[src/rtl/flit_send_arbiter.sv]
// Packet-atomic round-robin arbiter sharing one send-port flit FIFO among NUM_REQ requesters.
// Flit path is a pure mux; only grant state, rr pointer and statistics are registered.
`ifndef FLIT_WIDTH
`define FLIT_WIDTH 32
`endif

module flit_send_arbiter_lane #(
  parameter int IDX = 0,
  parameter int IDW = 2
) (
  input  logic [IDW-1:0] i_sel,
  input  logic           i_en,
  input  logic           i_put_ready,
  output logic           o_ready
);
  assign o_ready = i_en & i_put_ready & (i_sel == IDW'(IDX));
endmodule

module flit_send_arbiter #(
  parameter int NUM_REQ    = 4,
  parameter int FLIT_WIDTH = `FLIT_WIDTH,
  parameter int IDW        = $clog2(NUM_REQ)
) (
  input  logic                          i_clk,
  input  logic                          i_rst,
  input  logic [NUM_REQ*FLIT_WIDTH-1:0] i_req_flit,
  input  logic [NUM_REQ-1:0]            i_req_valid,
  input  logic [NUM_REQ-1:0]            i_req_last,
  output logic [NUM_REQ-1:0]            o_req_ready,
  output logic [FLIT_WIDTH-1:0]         o_put_flit,
  output logic                          o_put_flit_valid,
  input  logic                          i_put_flit_ready,
  output logic [IDW-1:0]                o_grant_id,
  output logic                          o_locked,
  output logic [31:0]                   o_flit_count,
  output logic [31:0]                   o_pkt_count
);
  typedef enum logic {IDLE, LOCKED} state_t;

  state_t        r_state;
  logic [IDW-1:0] r_rr_ptr;
  logic [IDW-1:0] r_owner;
  logic [31:0]   r_flit_count;
  logic [31:0]   r_pkt_count;

  logic [NUM_REQ-1:0][FLIT_WIDTH-1:0] w_flits;
  logic           w_found;
  logic [IDW-1:0] w_win;
  logic [IDW-1:0] w_idx;
  logic [IDW-1:0] w_sel;
  logic           w_en;
  logic           w_pv;
  logic           w_fire;
  logic           w_last;

  assign w_flits = i_req_flit;

  // Search starts just after the last served requester; modulo keeps non-pow2 sizes wrapping.
  always_comb begin
    w_found = 1'b0;
    w_win   = '0;
    w_idx   = '0;
    for (int k = 1; k <= NUM_REQ; k++) begin
      w_idx = IDW'((int'(r_rr_ptr) + k) % NUM_REQ);
      if (!w_found && i_req_valid[w_idx]) begin
        w_found = 1'b1;
        w_win   = w_idx;
      end
    end
  end

  assign w_sel  = (r_state == LOCKED) ? r_owner : w_win;
  assign w_en   = ~i_rst & ((r_state == LOCKED) | w_found);
  assign w_pv   = w_en & i_req_valid[w_sel];
  assign w_fire = w_pv & i_put_flit_ready;
  assign w_last = i_req_last[w_sel];

  assign o_put_flit       = w_flits[w_sel];
  assign o_put_flit_valid = w_pv;
  assign o_grant_id       = w_en ? w_sel : '0;
  assign o_locked         = (r_state == LOCKED);
  assign o_flit_count     = r_flit_count;
  assign o_pkt_count      = r_pkt_count;

  for (genvar g = 0; g < NUM_REQ; g++) begin : g_lane
    flit_send_arbiter_lane #(.IDX(g), .IDW(IDW)) u_lane (
      .i_sel       (w_sel),
      .i_en        (w_en),
      .i_put_ready (i_put_flit_ready),
      .o_ready     (o_req_ready[g])
    );
  end

  always_ff @(posedge i_clk or posedge i_rst) begin
    if (i_rst) begin
      r_state      <= IDLE;
      r_rr_ptr     <= IDW'(NUM_REQ - 1);
      r_owner      <= '0;
      r_flit_count <= '0;
      r_pkt_count  <= '0;
    end else begin
      if (w_fire) r_flit_count <= r_flit_count + 32'd1;
      case (r_state)
        IDLE: begin
          if (w_found) begin
            if (w_fire && w_last) begin
              r_rr_ptr    <= w_win;
              r_pkt_count <= r_pkt_count + 32'd1;
            end else begin
              // Not accepted yet or multi-flit: freeze the grant until the tail goes out.
              r_state <= LOCKED;
              r_owner <= w_win;
            end
          end
        end
        LOCKED: begin
          if (w_fire && w_last) begin
            r_state     <= IDLE;
            r_rr_ptr    <= r_owner;
            r_pkt_count <= r_pkt_count + 32'd1;
          end
        end
        default: r_state <= IDLE;
      endcase
    end
  end
endmodule

[config.mk]
export PLATFORM = sky130hd
export DESIGN_NAME = flit_send_arbiter
export DESIGN_NICKNAME = d
export VERILOG_FILES = /design/src/rtl/flit_send_arbiter.sv
export SDC_FILE = /design/constraint.sdc
export NUM_CORES = 1
export LEC_CHECK = 0
export ABC_AREA = 0
export CORE_ASPECT_RATIO = 1.25
export CORE_MARGIN = 2
export CORE_UTILIZATION = 25
export DETAILED_ROUTE_END_ITERATION = 7
export GPL_TIMING_DRIVEN = 0
export PLACE_DENSITY_LB_ADDON = 0.2
export SLEW_MARGIN = 20
export SYNTH_ARGS = -nofsm -noshare
export SYNTH_HDL_FRONTEND = slang
export SYNTH_HIERARCHICAL = 1
export SYNTH_SLANG_ARGS = --single-unit
[constraint.sdc]
create_clock -name i_clk -period 15.82 [get_ports i_clk]
set_clock_uncertainty 0.05 [all_clocks]
set_input_delay 4.746 -clock i_clk [delete_from_list [all_inputs] [get_ports i_clk]]
set_output_delay 4.746 -clock i_clk [all_outputs]
set_load 0.01 [all_outputs]
* After elaboration in Yosys (flattened, before gate mapping)
Cells that the tools add are included.
Cells by class: $add $sub $neg 6, magnitude comparators 5, equality and inequality tests 6, muxes and demuxes 34, bitwise logic cells 12, reductions and logical operators 10
Operators with widths (number):
- 2-to-1 mux 32 bit | 3
- adder 32 x 1 -> 32 bit (second input constant) | 2
- binary-select mux 32 bit (select 2 bit) | 1
- one-hot mux 32 bit (2 select lines) | 1
- 2-to-1 mux 2 bit | 9
- < comparator 2 x 3 -> 1 bit (second input constant) | 5
- binary-select mux 1 bit (select 2 bit) | 6
- 2-to-1 mux 1 bit | 12
- AND 1 bit | 8
- AND reduction 3 bit | 2
- adder 2 x 1 -> 2 bit (second input constant) | 2
- adder 2 bit (second input constant) | 2
- == test 2 bit (second input constant) | 2
- logical AND 1 bit | 4
- inequality test 2 bit (second input constant) | 2
- one-hot mux 2 bit (2 select lines) | 1
- zero test 1 bit | 3
- NOT 1 bit | 3
- == test 2 x 1 -> 1 bit (second input constant) | 1
- zero test 2 bit | 1
- inequality test 2 x 1 -> 1 bit (second input constant) | 1
- one-hot mux 1 bit (2 select lines) | 1
- OR 1 bit | 1
Word-level totals: bits in registers 69, input bits 139, output and inout port bits 104, word-level logic and storage cells 78

* Depth between registers and ports, before layout
word-level depth 22, mapped depth 12, depth with buffers taken out 8

* Modules after synthesis
The synthesis kept the hierarchy.
By module, submodules not included:
- flit_send_arbiter | times used 1, cells each 498, area an instance 4302.9 µm², seq. area each 1729.2 µm²
- flit_send_arbiter_lane at g_lane[1].u_lane ... | times used 2, cells each 1, area an instance 10.0 µm², seq. area each 0.0 µm²
- flit_send_arbiter_lane at g_lane[0].u_lane | times used 1, cells each 1, area an instance 12.5 µm², seq. area each 0.0 µm²
- flit_send_arbiter_lane at g_lane[3].u_lane | times used 1, cells each 1, area an instance 8.8 µm², seq. area each 0.0 µm²

* Worst setup path after synthesis
No wires, ideal clock.
kind input -> output, start point input port i_rst, end point output port o_put_flit_valid, arrival time 7.293 ns, data required time 11.024 ns, setup slack 3.731 ns, stages 4, path buffers 0, cell sequence inv_1 > o21ai_0 > o211a_2 > nor2_1
On the way: longest elaborated chain between the ends 3
Ends and longest elaborated chain:
- from (decl) | line 25 | input logic i_rst,
- NOT 1 bit | line 73 | assign w_en = ~i_rst & ((r_state == LOCKED) | w_found);
- AND 1 bit | line 73
- AND 1 bit | line 74 | assign w_pv = w_en & i_req_valid[w_sel];
- to (decl) | line 31 | output logic o_put_flit_valid,
No other way between the ends.

* Worst setup path in the final report
start point input port i_req_valid[3], end point output port o_put_flit[15]
On the way: longest elaborated chain between the ends 15, elaborated cells on any way between the ends 24, those cells by class 18 x mux; 6 x reduce/logical
Ends and longest elaborated chain:
- from (decl) | line 27 | input logic [NUM_REQ-1:0] i_req_valid,
- binary-select mux 1 bit (select 2 bit) | line 65 | if (!w_found && i_req_valid[w_idx]) begin
- 2-to-1 mux 1 bit (not written as such) | line 65
- 2-to-1 mux 1 bit | line 65
- zero test 1 bit | line 65
- logical AND 1 bit | line 65
- 2-to-1 mux 1 bit | line 65
- zero test 1 bit | line 65
- logical AND 1 bit | line 65
- 2-to-1 mux 1 bit | line 65
- zero test 1 bit | line 65
- logical AND 1 bit | line 65
- 2-to-1 mux 2 bit (*) | line 65
- 2-to-1 mux 2 bit (*) | line 72 | assign w_sel = (r_state == LOCKED) ? r_owner : w_win;
- binary-select mux 32 bit (select 2 bit) (*) | line 78 | assign o_put_flit = w_flits[w_sel];
- 2-to-1 mux 32 bit (not written as such) (*) | line 78
- to (decl) | line 30 | output logic [FLIT_WIDTH-1:0] o_put_flit,
Every way passes the cells marked *; elsewhere a longest branch is shown, timed or not. The select of a mux whose other input is x is not followed.

==> results.json <==
{
  "ys_ff_latch": 69,
  "timing.max_cap.violations": 0,
  "dp_cells": 965,
  "setup_viol": 0,
  "hold_violations": 0,
  "clkPwrFrac": 0.191,
  "required_ns": 11.02,
  "nNetsFinal": 897,
  "p_int_mw": 0.614,
  "numCtsBuffers": 9,
  "seq_area_frac_synth": 0.398,
  "gp_congestion": 0.842,
  "pwr-share-comb": 0.607,
  "drc_errors": 0,
  "drt_iter0_markers": 158,
  "cts_hold_buffers": 0,
  "clock_latency_ns": 0.33,
  "crit_path_start_kind": "primary input",
  "p_sw_mw": 0.437,
  "drive_above_1_share": 0.0473,
  "fin_crit_sh": 0.842,
  "core_sq_mm": 0.0169,
  "cp.arrival_ns": 8.52,
  "cp_slowest_cell": "clkdlybuf4s50_1",
  "final_cell_count_no_fill": 982,
  "total_power_mw": 1.05,
  "cts_tree": "done",
  "yosysUniqueCellTypes": 46,
  "synth_area_sq_mm": 0.00434,
  "io_buffers": 242,
  "routed_via_density": 4.77,
  "crit_buf_inv": 6,
  "yosys_most_used_dff": "dfrtp_1",
  "postCtsSetupRepairBufs": 0,
  "place_area_sq_mm": 0.00706,
  "cts_resized": 0,
  "area_growth_pct": 69.5,
  "ys_warn_count": 6,
  "endpoint_kind": "output port",
  "grt_pass1_vias": 4789,
  "setup_tns_ns": 0,
  "io_pins": 243,
  "p_per_area_mw_per_mm2": 143,
  "clock-sinks": 69,
  "period_needed_ns": 13.32,
  "relSlewSlack": 0.578,
  "status": "finished, final reports clean",
  "die_w_um": 122,
  "switching_share": 0.416,
  "die_h_um": 151,
  "cp_max_fo": 10,
  "crit_type": "in -> out",
  "grt_use_total": 0.173,
  "path_clk_slew_ns": 0.06,
  "synth.avg_cell_area_sq_um": 8.65,
  "grt_pass1_wl_mm": 24.4,
  "grt_antenna_before_repair": 0,
  "row_count": 53,
  "drt-pass1-iter-count": 4,
  "power.leakage_nw": 3.03,
  "synth_edf_count": 0,
  "synth.top_cell.area_share": 0.386,
  "synth_nets": 643,
  "postRouteAntennaNets": 0,
  "num_vias": 4684,
  "tightest_slew_ns": 0.626,
  "synth.most_common_cell": "nand2_1",
  "synth_commonest_cells": "104 x nand2_1, 67 x dfrtp_1, 42 x xnor2_1",
  "routedWlPerCell_um": 16.5,
  "rsz0062_at_grt": "false",
  "hold_path_class": "reg -> reg",
  "slew_viol_final": 0,
  "hpwl_mm": 13.5,
  "synthCells": 502,
  "peakVddDrop_mv": 0.0797,
  "drt-total-wl_mm": 16.2,
  "worstPathCellList": "clkdlybuf4s50_1 > nor3b_1 > a211oi_2 > a21o_1 > inv_1 > clkbuf_1 > clkbuf_1 > buf_1 > nand2_1 > a31oi_1 > clkdlybuf4s50_1",
  "die-area_sq_mm": 0.0185,
  "crit_family": "buffers and inverters",
  "root_buffer": "clkbuf_16",
  "seq_power_share": 0.203,
  "fin_area_sq_mm": 0.00736,
  "synth_area_leaders": "dfrtp_1 39%, nand2_1 9.0%, xnor2_1 8.5%",
  "cts_buffer_depth": 2,
  "yosysTopAreaCell": "dfrtp_1",
  "fmax_mhz": 75.1,
  "async_flop_share": 1.00,
  "initial_core_util": 0.257,
  "htreeDepth": 3,
  "grt_overflow": 0,
  "grt_max_degree": 39,
  "max_stage_delay_ns": 0.72
}
==> placed cells by master, fill, tap and decap left out, types with 3 or more instances in the layout <==
master	synthesis	routed
dfrtp_1	67	67
nor2b_1	3	3
mux2i_1	3	3
xnor2_1	42	42
xor2_1	20	20
and2_0	3	3
nand4_1	10	10
a211oi_1	33	33
a31oi_1	34	34
nand3_1	23	23
clkbuf_16	0	9
mux2_2	4	4
o21ai_0	4	4
nor3_1	5	5
nand2_1	104	104
buf_1	3	3
inv_1	10	9
nand2b_1	3	3
nor2_1	24	24
and4_1	3	3
and3_1	18	18
clkdlybuf4s50_1	0	242
clkbuf_1	19	19
and2_1	34	34
buf_6	3	3
==> per-stage QoR <==
stage | utilization | setup WS (ns) | hold WS (ns)
floorplan | - | 3.73 | 0.415
global placement | 0.416 | 1.45 | 0.405
detailed placement | 0.418 | 2.52 | 0.423
CTS | 0.435 | 2.51 | 0.435
global route | 0.435 | 2.23 | 0.457
finish | 0.436 | 2.50 | 0.432
==> power by group through the flow <==
| stage | clock (mW) | sequential, mW | combinational (mW) |
|---|---|---|---|
| 6_report | 0.200 | 0.213 | 0.637 |
| 5_1_grt | 0.214 | 0.216 | 0.690 |
| 4_1_cts | 0.205 | 0.213 | 0.647 |
| 3_5_place_dp | 0 | 0.216 | 0.646 |
| 3_3_place_gp | 0 | 0.215 | 0.640 |
| 2_1_floorplan | 0 | 0.218 | 0.315 |
==> cells by family after synthesis <==
kind of cell	count (synthesis)	share of synthesized area
xor+xnor	62	0.125
compound gates	85	0.137
buf+inv	37	0.0383
mux	7	0.0173
flops	69	0.398
simple gates	240	0.279
fa+ha+maj	2	0.00576
==> final cells by class <==
cell class	count	area, sq um
diodes	1	2.50
plain buffers	27	129
clock buffers	9	225
clock inverters	7	72.6
fillers	1701	9550
inverters	10	40.0
multi-input cells	396	2450
flip-flops and latches	69	1730
well taps	220	275
repair buffers	243	2440
==> registers in the layout, summed over array words and instances, names as in the netlist <==
| register | cells |
|---|---|
| o_flit_count | 32 |
| o_pkt_count | 32 |
| r_owner | 2 |
| r_rr_ptr | 2 |
| o_locked | 1 |
==> metal layers <==
metal	global-route usage	vias to the layer above	wire [um]
li1	-	2254	-
met1	0.180	2200	6000
met2	0.319	205	8290
met3	0.0576	25	1540
met4	0.0644	0	386
met5	0	-	0
==> path summary, 6_finish.rpt <==
kind / start / to / slack, ns / cells past startpoint
max: i_req_valid[3] / o_put_flit[15] / 2.50 / 11
min: o_flit_count[31] / o_flit_count[31] / 0.43 / 1
max reg2reg: r_rr_ptr[1] / o_pkt_count[22] / 12.70 / 10
min reg2reg: o_flit_count[31] / o_flit_count[31] / 0.43 / 1
max in group asynchronous: i_rst / r_rr_ptr[0] / 10.30 / 3
min in group asynchronous: i_rst / o_flit_count[3] / 4.82 / 2
Note: power is estimated with default switching activity, not from simulation.
==> patch: new RTL, config.mk and constraints unchanged <==
Change the parameter `NUM_REQ` from 4 to 2.
--- a/src/rtl/flit_send_arbiter.sv
+++ b/src/rtl/flit_send_arbiter.sv
@@ -19,3 +19,3 @@
 module flit_send_arbiter #(
-  parameter int NUM_REQ    = 4,
+  parameter int NUM_REQ    = 2,
   parameter int FLIT_WIDTH = `FLIT_WIDTH,
Ports: changed (5 resized); port bits go from 243 to 172. The function was not compared with the original's and may differ.
==> patch against the unedited design <==
Global-route usage is 3.2 points lower; die area fell by 19%; setup slack improved by 1200 ps; area after synthesis fell by 20%; wire length fell by 37%; via count down 36%; sequential cell count fell by 2; final area down 21%.
Power is not compared: it rests on default switching activity, and its combinational part moved more than twofold at a synthesized area within 25%.
==> patch: results (changes against the unedited design) <==
- The largest incremental delay on the critical path is 530 ps (was 720 ps).
- The antenna cell count is 0 (was 1).
- The weighted congestion reported at the end of routability-driven placement was 0.799 (was 0.842).
- The total number of nets in the final design was 569 (was 897).
- The first-pass GRT wire length came to 16,200 µm (was 24,400 µm).
- The Yosys warning count is 6 (unchanged).
- The via density per instance is 4.45 (was 4.77).
- The instance area after placement is 5440 µm² (was 7060 µm²).
- The detailed router's first-iteration violation count is 92 (was 158).
- The DRC violation count after routing came to 0 (unchanged).
- The critical path data arrival time is 7360 ps (was 8520 ps).
- The worst min-delay path endpoint was o_pkt_count[31]$_DFFE_PP0P_ (was o_flit_count[31]$_DFFE_PP0P_).
- The share of cell area taken by muxes after synthesis is 11.6% (was 1.73%).
- The slowest cell on the critical path is clkbuf_1 (was clkdlybuf4s50_1).
- The clock slew at the register clock pins of the worst setup and hold paths is 60 ps (about the same).
- The fraction of final layout cells sized beyond drive strength 1 is 14.2% (was 4.73%).
- The flop-to-flop setup slack came to 13,320 ps (was 12,700 ps).
- The end of the worst register-to-register path is r_owner$_DFFE_PP0P_ (was o_pkt_count[22]$_DFFE_PP0P_).
- The number of instances on the worst hold path was 1 (unchanged).
- The cell family with the largest share of critical-path delay is buffers and inverters (unchanged).
- Ranking of synthesized cells by area: dfrtp_1 (47%), mux2_2 (12%), xnor2_1 (8.8%), xor2_1 (6.8%), nand3_1 (3.0%) (was dfrtp_1 (39%), nand2_1 (9.0%), xnor2_1 (8.5%), a211oi_1 (5.7%), a31oi_1 (4.9%)).
- The final wirelength is 10,200 µm (was 16,200 µm).
- The logic depth of the worst register-to-register path came to 7 (was 10).
- The critical register-to-register path startpoint is o_locked$_DFF_PP0_ (was r_rr_ptr[1]$_DFFE_PP1P_).
- The all-layer global routing usage is 14.0% (was 17.3%).
- Status: completed (unchanged).
- The synthesized-area fraction occupied by ao, oa, aoi and oai cells is 1.91% (was 13.7%).
- The parity-gate share of the synthesized area counting xor and xnor cells was 15.6% (was 12.5%).
- The slew at the pin with the worst max-slew slack is 608 ps (was 626 ps).
- The pin count of the biggest net entering global routing was 54 (was 39).
- The sequential share of the synthesized area was 48.2% (was 39.8%).
- The via count of the first global-routing pass is 3,129 (was 4,789).
- The share of synthesized cell area in full adder, half adder and majority cells is 0.719% (was 0.576%).
- The launch instance of the worst min-delay path is o_pkt_count[31]$_DFFE_PP0P_ (was o_flit_count[31]$_DFFE_PP0P_).
- The number of library cell types mapped by synthesis is 34 (was 46).
- The half-perimeter wire length after detailed placement is 8010 µm (was 13,500 µm).
- The post-placement setup slack is 3620 ps (was 2520 ps).
- The number of buffer cells added on primary ports was 171 (was 242).
- Top cell types by occurrence after synthesis: dfrtp_1 (66), mux2_2 (36), xnor2_1 (35), xor2_1 (27), nand2_1 (24) (was nand2_1 (104), dfrtp_1 (67), xnor2_1 (42), a31oi_1 (34), and2_1 (34)).
- The total nets after synthesis is 386 (was 643).
patch: layout make-up:
type	instances	area, µm²
well taps	175	219
fillers	1364	7910
plain buffers	6	25.0
inverters	11	43.8
clock buffers	9	225
multi-input cells	229	1740
repair buffers	172	1740
flip-flops and latches	67	1680
clock inverters	7	116
patch: report_power, final:
part	internal, W	total (W)	switching, W
combinational	0.000135	0.000227	0.0000917
clock	0.000154	0.000228	0.0000748
sequential	0.000187	0.000205	0.0000179
patch: stage by stage:
stage | util [%] | hold slack (ps) | power [W] | std cells
detailed placement | 39.7 | 410 | 0.000438 | 660
floorplan | - | 454 | 0.000314 | 313
CTS | 42.2 | 419 | 0.000671 | 676
finish | 42.2 | 412 | 0.000660 | 676
global placement | 39.5 | 410 | 0.000434 | 659
global route | 42.2 | 450 | 0.000693 | 676
patch: worst max path at each step:
stage,from,to,slack (ps),cells past startpoint
after floorplan,i_req_valid[0],o_put_flit[10],4990,4
after global placement,i_req_valid[0],o_put_flit[10],3640,6
after detailed placement,i_req_valid[0],o_put_flit[10],3620,6
after CTS,i_req_valid[0],o_put_flit[10],3620,6
after global routing,i_req_valid[0],o_put_flit[10],3500,6
final,i_req_valid[0],o_put_flit[10],3670,6
patch: per-layer routing:
layer / GRT usage (%) / vias up / part of all wire, %
li1: - / 1450 / -
met1: 17.8 / 1493 / 44
met2: 23.9 / 57 / 51
met3: 2.73 / 10 / 3.4
met4: 4.15 / 0 / 1.1
met5: 0 / - / 0
patch: cell families (layout without fill, tap and decap cells):
family          after synthesis  count (layout)
compound gates                6               6
xor+xnor                     62              62
fa+ha+maj                     2               2
buf+inv                      17             205
flops                        67              67
mux                          36              36
simple gates                123             123
